### config.mk
export PLATFORM = sky130hd
export DESIGN_NAME = vga_timing_gen
export DESIGN_NICKNAME = d
export VERILOG_FILES = /design/src/rtl/vga_timing_gen.sv
export SDC_FILE = /design/constraint.sdc
export NUM_CORES = 1
export LEC_CHECK = 0
export BUFFER_PORTS_ARGS = -buffer_cell sky130_fd_sc_hd__buf_4
export CAP_MARGIN = 30
export CORE_ASPECT_RATIO = 1.5
export CORE_MARGIN = 2
export CORE_UTILIZATION = 40
export CTS_BUF_LIST = sky130_fd_sc_hd__clkbuf_4 sky130_fd_sc_hd__clkbuf_8
export CTS_CLUSTER_SIZE = 16
export DETAILED_ROUTE_END_ITERATION = 16
export PLACE_DENSITY_LB_ADDON = 0.1
export SYNTH_ARGS = -nofsm -noshare
export SYNTH_HDL_FRONTEND = slang
export SYNTH_SLANG_ARGS = --single-unit
### constraint.sdc
create_clock -name vga_clk -period 4.8 [get_ports vga_clk]
set_input_delay 0.24 -clock vga_clk [delete_from_list [all_inputs] [get_ports vga_clk]]
set_output_delay 0.24 -clock vga_clk [all_outputs]
set_load 0.01 [all_outputs]
### src/rtl/vga_timing_gen.sv
// VGA raster timing: col/row/visible to the pixel logic, colour back through a
// sync/blank delay line matched to the pixel-logic latency, registered VGA pins.
module vga_timing_gen #(
  parameter int unsigned H_ACTIVE   = 640,
  parameter int unsigned H_FP       = 16,
  parameter int unsigned H_SYNC     = 96,
  parameter int unsigned H_BP       = 48,
  parameter int unsigned V_ACTIVE   = 480,
  parameter int unsigned V_FP       = 10,
  parameter int unsigned V_SYNC     = 2,
  parameter int unsigned V_BP       = 33,
  parameter bit          SYNC_POL   = 1'b0,
  parameter int unsigned PIPE_DELAY = 1
) (
  input  logic        vga_clk,
  input  logic        arst_n,
  output logic [9:0]  col,
  output logic [8:0]  row,
  output logic        visible,
  output logic        line_start,
  output logic        frame_start,
  output logic [15:0] frame_cnt,
  input  logic [3:0]  red_in,
  input  logic [3:0]  green_in,
  input  logic [3:0]  blue_in,
  output logic [3:0]  vga_r,
  output logic [3:0]  vga_g,
  output logic [3:0]  vga_b,
  output logic        vga_hs,
  output logic        vga_vs
);

  localparam int unsigned H_TOTAL = H_ACTIVE + H_FP + H_SYNC + H_BP;
  localparam int unsigned V_TOTAL = V_ACTIVE + V_FP + V_SYNC + V_BP;

  localparam logic [9:0] H_LAST   = 10'(H_TOTAL - 1);
  localparam logic [9:0] V_LAST   = 10'(V_TOTAL - 1);
  localparam logic [9:0] H_ACT    = 10'(H_ACTIVE);
  localparam logic [9:0] V_ACT    = 10'(V_ACTIVE);
  localparam logic [9:0] COL_MAX  = 10'(H_ACTIVE - 1);
  localparam logic [8:0] ROW_MAX  = 9'(V_ACTIVE - 1);
  localparam logic [9:0] HS_START = 10'(H_ACTIVE + H_FP);
  localparam logic [9:0] HS_END   = 10'(H_ACTIVE + H_FP + H_SYNC);
  localparam logic [9:0] VS_START = 10'(V_ACTIVE + V_FP);
  localparam logic [9:0] VS_END   = 10'(V_ACTIVE + V_FP + V_SYNC);

  logic [9:0]  h_cnt_q, h_cnt_d;
  logic [9:0]  v_cnt_q, v_cnt_d;
  logic [15:0] frame_cnt_q, frame_cnt_d;
  logic        h_wrap, v_wrap, frame_wrap;
  logic        hs_raw, vs_raw;
  logic        vis_dly, hs_dly, vs_dly;

  always_comb begin
    h_wrap      = (h_cnt_q == H_LAST);
    v_wrap      = (v_cnt_q == V_LAST);
    frame_wrap  = h_wrap && v_wrap;
    h_cnt_d     = h_wrap ? 10'd0 : h_cnt_q + 10'd1;
    v_cnt_d     = v_cnt_q;
    if (h_wrap) begin
      v_cnt_d = v_wrap ? 10'd0 : v_cnt_q + 10'd1;
    end
    frame_cnt_d = frame_cnt_q;
    if (frame_wrap) begin
      frame_cnt_d = frame_cnt_q + 16'd1;
    end
  end

  always_comb begin
    visible = (h_cnt_q < H_ACT) && (v_cnt_q < V_ACT);
    col     = (h_cnt_q < H_ACT) ? h_cnt_q : COL_MAX;
    row     = (v_cnt_q < V_ACT) ? v_cnt_q[8:0] : ROW_MAX;
    hs_raw  = ((h_cnt_q >= HS_START) && (h_cnt_q < HS_END)) ? SYNC_POL : ~SYNC_POL;
    vs_raw  = ((v_cnt_q >= VS_START) && (v_cnt_q < VS_END)) ? SYNC_POL : ~SYNC_POL;
  end

  assign frame_cnt = frame_cnt_q;

  always_ff @(posedge vga_clk or negedge arst_n) begin
    if (!arst_n) begin
      h_cnt_q     <= '0;
      v_cnt_q     <= '0;
      frame_cnt_q <= '0;
      line_start  <= 1'b0;
      frame_start <= 1'b0;
    end else begin
      h_cnt_q     <= h_cnt_d;
      v_cnt_q     <= v_cnt_d;
      frame_cnt_q <= frame_cnt_d;
      line_start  <= h_wrap;
      frame_start <= frame_wrap;
    end
  end

  // Delay line matches sync/blank to the pixel-logic latency (0..4 stages).
  if (PIPE_DELAY == 0) begin : g_no_pipe
    assign vis_dly = visible;
    assign hs_dly  = hs_raw;
    assign vs_dly  = vs_raw;
  end else begin : g_pipe
    logic [PIPE_DELAY-1:0] vis_q, hs_q, vs_q;

    always_ff @(posedge vga_clk or negedge arst_n) begin
      if (!arst_n) begin
        vis_q <= '0;
        hs_q  <= {PIPE_DELAY{~SYNC_POL}};
        vs_q  <= {PIPE_DELAY{~SYNC_POL}};
      end else begin
        vis_q[0] <= visible;
        hs_q[0]  <= hs_raw;
        vs_q[0]  <= vs_raw;
        for (int i = 1; i < PIPE_DELAY; i++) begin
          vis_q[i] <= vis_q[i-1];
          hs_q[i]  <= hs_q[i-1];
          vs_q[i]  <= vs_q[i-1];
        end
      end
    end

    assign vis_dly = vis_q[PIPE_DELAY-1];
    assign hs_dly  = hs_q[PIPE_DELAY-1];
    assign vs_dly  = vs_q[PIPE_DELAY-1];
  end

  always_ff @(posedge vga_clk or negedge arst_n) begin
    if (!arst_n) begin
      vga_r  <= '0;
      vga_g  <= '0;
      vga_b  <= '0;
      vga_hs <= ~SYNC_POL;
      vga_vs <= ~SYNC_POL;
    end else begin
      vga_r  <= vis_dly ? red_in : 4'h0;
      vga_g  <= vis_dly ? green_in : 4'h0;
      vga_b  <= vis_dly ? blue_in : 4'h0;
      vga_hs <= hs_dly;
      vga_vs <= vs_dly;
    end
  end

endmodule

==> reports/qor.yml <==
final_layout:
  n_antenna_cell: 0
  syn2layout_area_growth_pct: 26.2
  fin_cells: 372
  layout-drive-gt1-share: 0.305
  final_nets: 316
timing:
  finalCritPeriodShare: 0.556
  fmax_ghz: 0.375
  finalHoldViolCount: 0
  fin_crit_ns: 2.67
  finClkSkew_ns: 0.0158
  grt_setup_unrepaired: "false"
  worstMarginPinSlew_ns: 0.911
  slew_headroom: 0.388
  slew_violations: 0
  fin_tns_setup_ns: 0
  setup_viol: 0
placed_design:
  dp_hpwl_mm: 3.70
  portBuffers: 65
  place_congestion: 0.828
  dp.cells: 363
floorplan:
  core_area_um2: 6130
  die-area_um2: 7010
  die_x_um: 69.0
  initial_utilization: 0.414
  rows: 35
  ios: 66
  die_h_um: 102
critical_path:
  worst-r2r-cell-count: 4
  crit_path_max_fanout: 23
  cp-end-kind: "flip-flop"
  arrival_ns: 2.92
  critical_path_class: "flip-flop to flip-flop"
  critPathRequiredTime_ns: 5.05
  start_kind: "flip-flop"
route:
  drt-total-wl_mm: 5.15
  ant_nets: 0
  vias: 1857
  drt_iter0_markers: 119
  wl_per_cell_um: 13.8
  vias_per_cell: 4.99
  firstDrtPassIters: 4
  drc: 0
power:
  powerDensity_nw_per_um2: 257
  combPwrFrac: 0.038
  ir_worst_vdd_uv: 221
  leakage_nw: 1.60
  switching_share: 0.203
  switching_power_mw: 0.167
  p_int_mw: 0.656
  clock_power_share: 0.391
  power_frac_seq: 0.571
synth:
  ys_seq_area_frac: 0.544
  synth_nets: 252
  syn_inst: 233
  ys_ff_latch: 55
  yosysWarnings: 0
  avgSynthCellArea_um2: 10.9
  netlist-cell-type-count: 39
  netlist_area_um2: 2540
grt:
  grt_pass1_vias: 1885
  use_met3: 0.0368
  antenna_found_initial: 0
  grt_use_met2: 0.278
  top_usage_layer: "met2"
  gr-total-overflow: 0
  grt_first_pass_wirelength_mm: 9.07
  grt_max_degree: 56
  grt_use_met1: 0.193
  gr-usage-all-layers: 0.158
hold_path:
  hp-class: "input pin to flip-flop"
  worst_hold_path.num_cells: 2
clock_tree:
  ctsHtreeMaxLevel: 2
  cts_sinks: 55
  clock_path_buffers: 2
  clkTransAtPathRegs_ns: 0.10
  clock_latency_ns: 0.31
  cts_tree: "built"
  cts_root_buffer: "clkbuf_8"
  cts_buffers: 5
  post_cts_resized: 0
run_status:
  outcome: "finished clean"
run:
  drv_cap: 0
-- path summary, 6_finish.rpt --
| path | startpoint | to | slack (ns) |
|---|---|---|---|
| max | h_cnt_q[7] | v_cnt_q[4] | 2.13 |
| min | red_in[2] | vga_r[2] | 0.14 |
| max reg2reg | h_cnt_q[7] | v_cnt_q[4] | 2.13 |
| min reg2reg | g_pipe.vs_q | vga_vs | 0.35 |
| max in group asynchronous | arst_n | v_cnt_q[2] | 3.84 |
| min in group asynchronous | arst_n | frame_cnt[12] | 0.51 |
-- layout make-up --
| class | instances | area [um2] |
|---|---|---|
| fillers | 588 | 2930 |
| flip-flops and latches | 55 | 1380 |
| multi-input cells | 154 | 1050 |
| repair buffers | 67 | 505 |
| well taps | 74 | 92.6 |
| clock buffers | 6 | 82.6 |
| inverters | 14 | 52.6 |
| clock inverters | 2 | 38.8 |
-- power by group through the flow --
stage	Clock [mW]	Sequential, mW	Combinational [mW]
after floorplan	0	0.482	0.00341
after global placement	0	0.478	0.0315
after detailed placement	0	0.479	0.0316
after CTS	0.331	0.470	0.0323
after global routing	0.354	0.470	0.0352
final	0.322	0.470	0.0309
-- stage by stage --
step | cell area, um2 | utilization | hold WS, ns | power [mW] | setup WS (ns)
2_1_floorplan | 2540 | - | -0.0556 | 0.485 | 2.60
3_3_place_gp | 3070 | 0.501 | 0.334 | 0.510 | 2.16
3_5_place_dp | 3070 | 0.501 | 0.333 | 0.510 | 2.14
4_1_cts | 3200 | 0.523 | 0.132 | 0.833 | 2.12
5_1_grt | 3200 | 0.523 | 0.128 | 0.859 | 1.98
6_report | 3200 | 0.523 | 0.137 | 0.822 | 2.13
-- per-layer routing --
layer  vias up  wire [um]  share of wire
li1        916          -              -
met1       888       2200           0.43
met2        48       2640           0.51
met3         5        248          0.048
met4         0         59          0.011
met5         -          0              0
-- Yosys cell counts, drive strengths merged --
master / instances / area [um2]
o21ai: 5 / 25.0
ha: 5 / 62.6
mux2: 1 / 11.3
nand2b: 4 / 25.0
and2: 16 / 100
or2: 3 / 18.8
or4b: 2 / 23.8
xnor2: 8 / 70.1
buf: 4 / 31.3
o32ai: 1 / 8.76
xor2: 19 / 166
or3: 5 / 31.3
dfrtp: 51 / 1280
nor4b: 1 / 8.76
nor4: 14 / 153
and3: 1 / 6.26
dfstp: 4 / 105
mux2i: 1 / 10.0
nand4: 6 / 37.5
nor3: 9 / 45.0
o22ai: 1 / 6.26
nand3: 13 / 65.1
inv: 14 / 52.6
clkbuf: 6 / 22.5
a21oi: 3 / 15.0
nand4b: 1 / 8.76
nor2b: 1 / 6.26
or4: 1 / 7.51
nand2: 18 / 67.6
nor2: 12 / 45.0
and4: 3 / 26.3
-- state kept, by name, indices dropped and copies added, names as in the netlist --
signal,flops
vga_hs,1
vga_g,4
line_start,1
vga_b,4
vga_vs,1
g_pipe.vis_q,1
frame_start,1
g_pipe.hs_q,1
g_pipe.vs_q,1
vga_r,4
v_cnt_q,10
h_cnt_q,10
frame_cnt,16
-- what timing repair did --
| item | CTS | global route |
|---|---|---|
| buffers inserted | 0 | 0 |
| hold buffers | 1 | 0 |
| endpoints found under the hold margin | 27 | 0 |
| endpoints found under the setup margin | 0 | 0 |
-- placed cells by master (no fill, tap or decap), types with 8 or more instances in the layout --
cell type  count
xnor2_1        8
xor2_1        19
nor2_1        12
nor4_2         8
nand3_1       13
and2_1        16
nand2_1       18
inv_1         13
buf_4         66
dfrtp_1       51
nor3_1         9
-- kinds of logic after synthesis --
family	after synthesis	synth area share
flip-flops	55	0.544
AND/OR/NAND/NOR	110	0.266
XOR/XNOR	27	0.0932
AO/OA/AOI/OAI	10	0.0217
buffers and inverters	24	0.0419
adder cells (fa/ha/maj)	5	0.0246
multiplexers	2	0.00838
-- worst max-delay path: stages, from the launching register on --
cell and delay [ns]:
dfrtp_1 0.45, or4b_4 0.59, or4_1 0.90, or4b_1 0.60, nand2_1 0.08
Note: power is estimated with default switching activity, not from simulation.
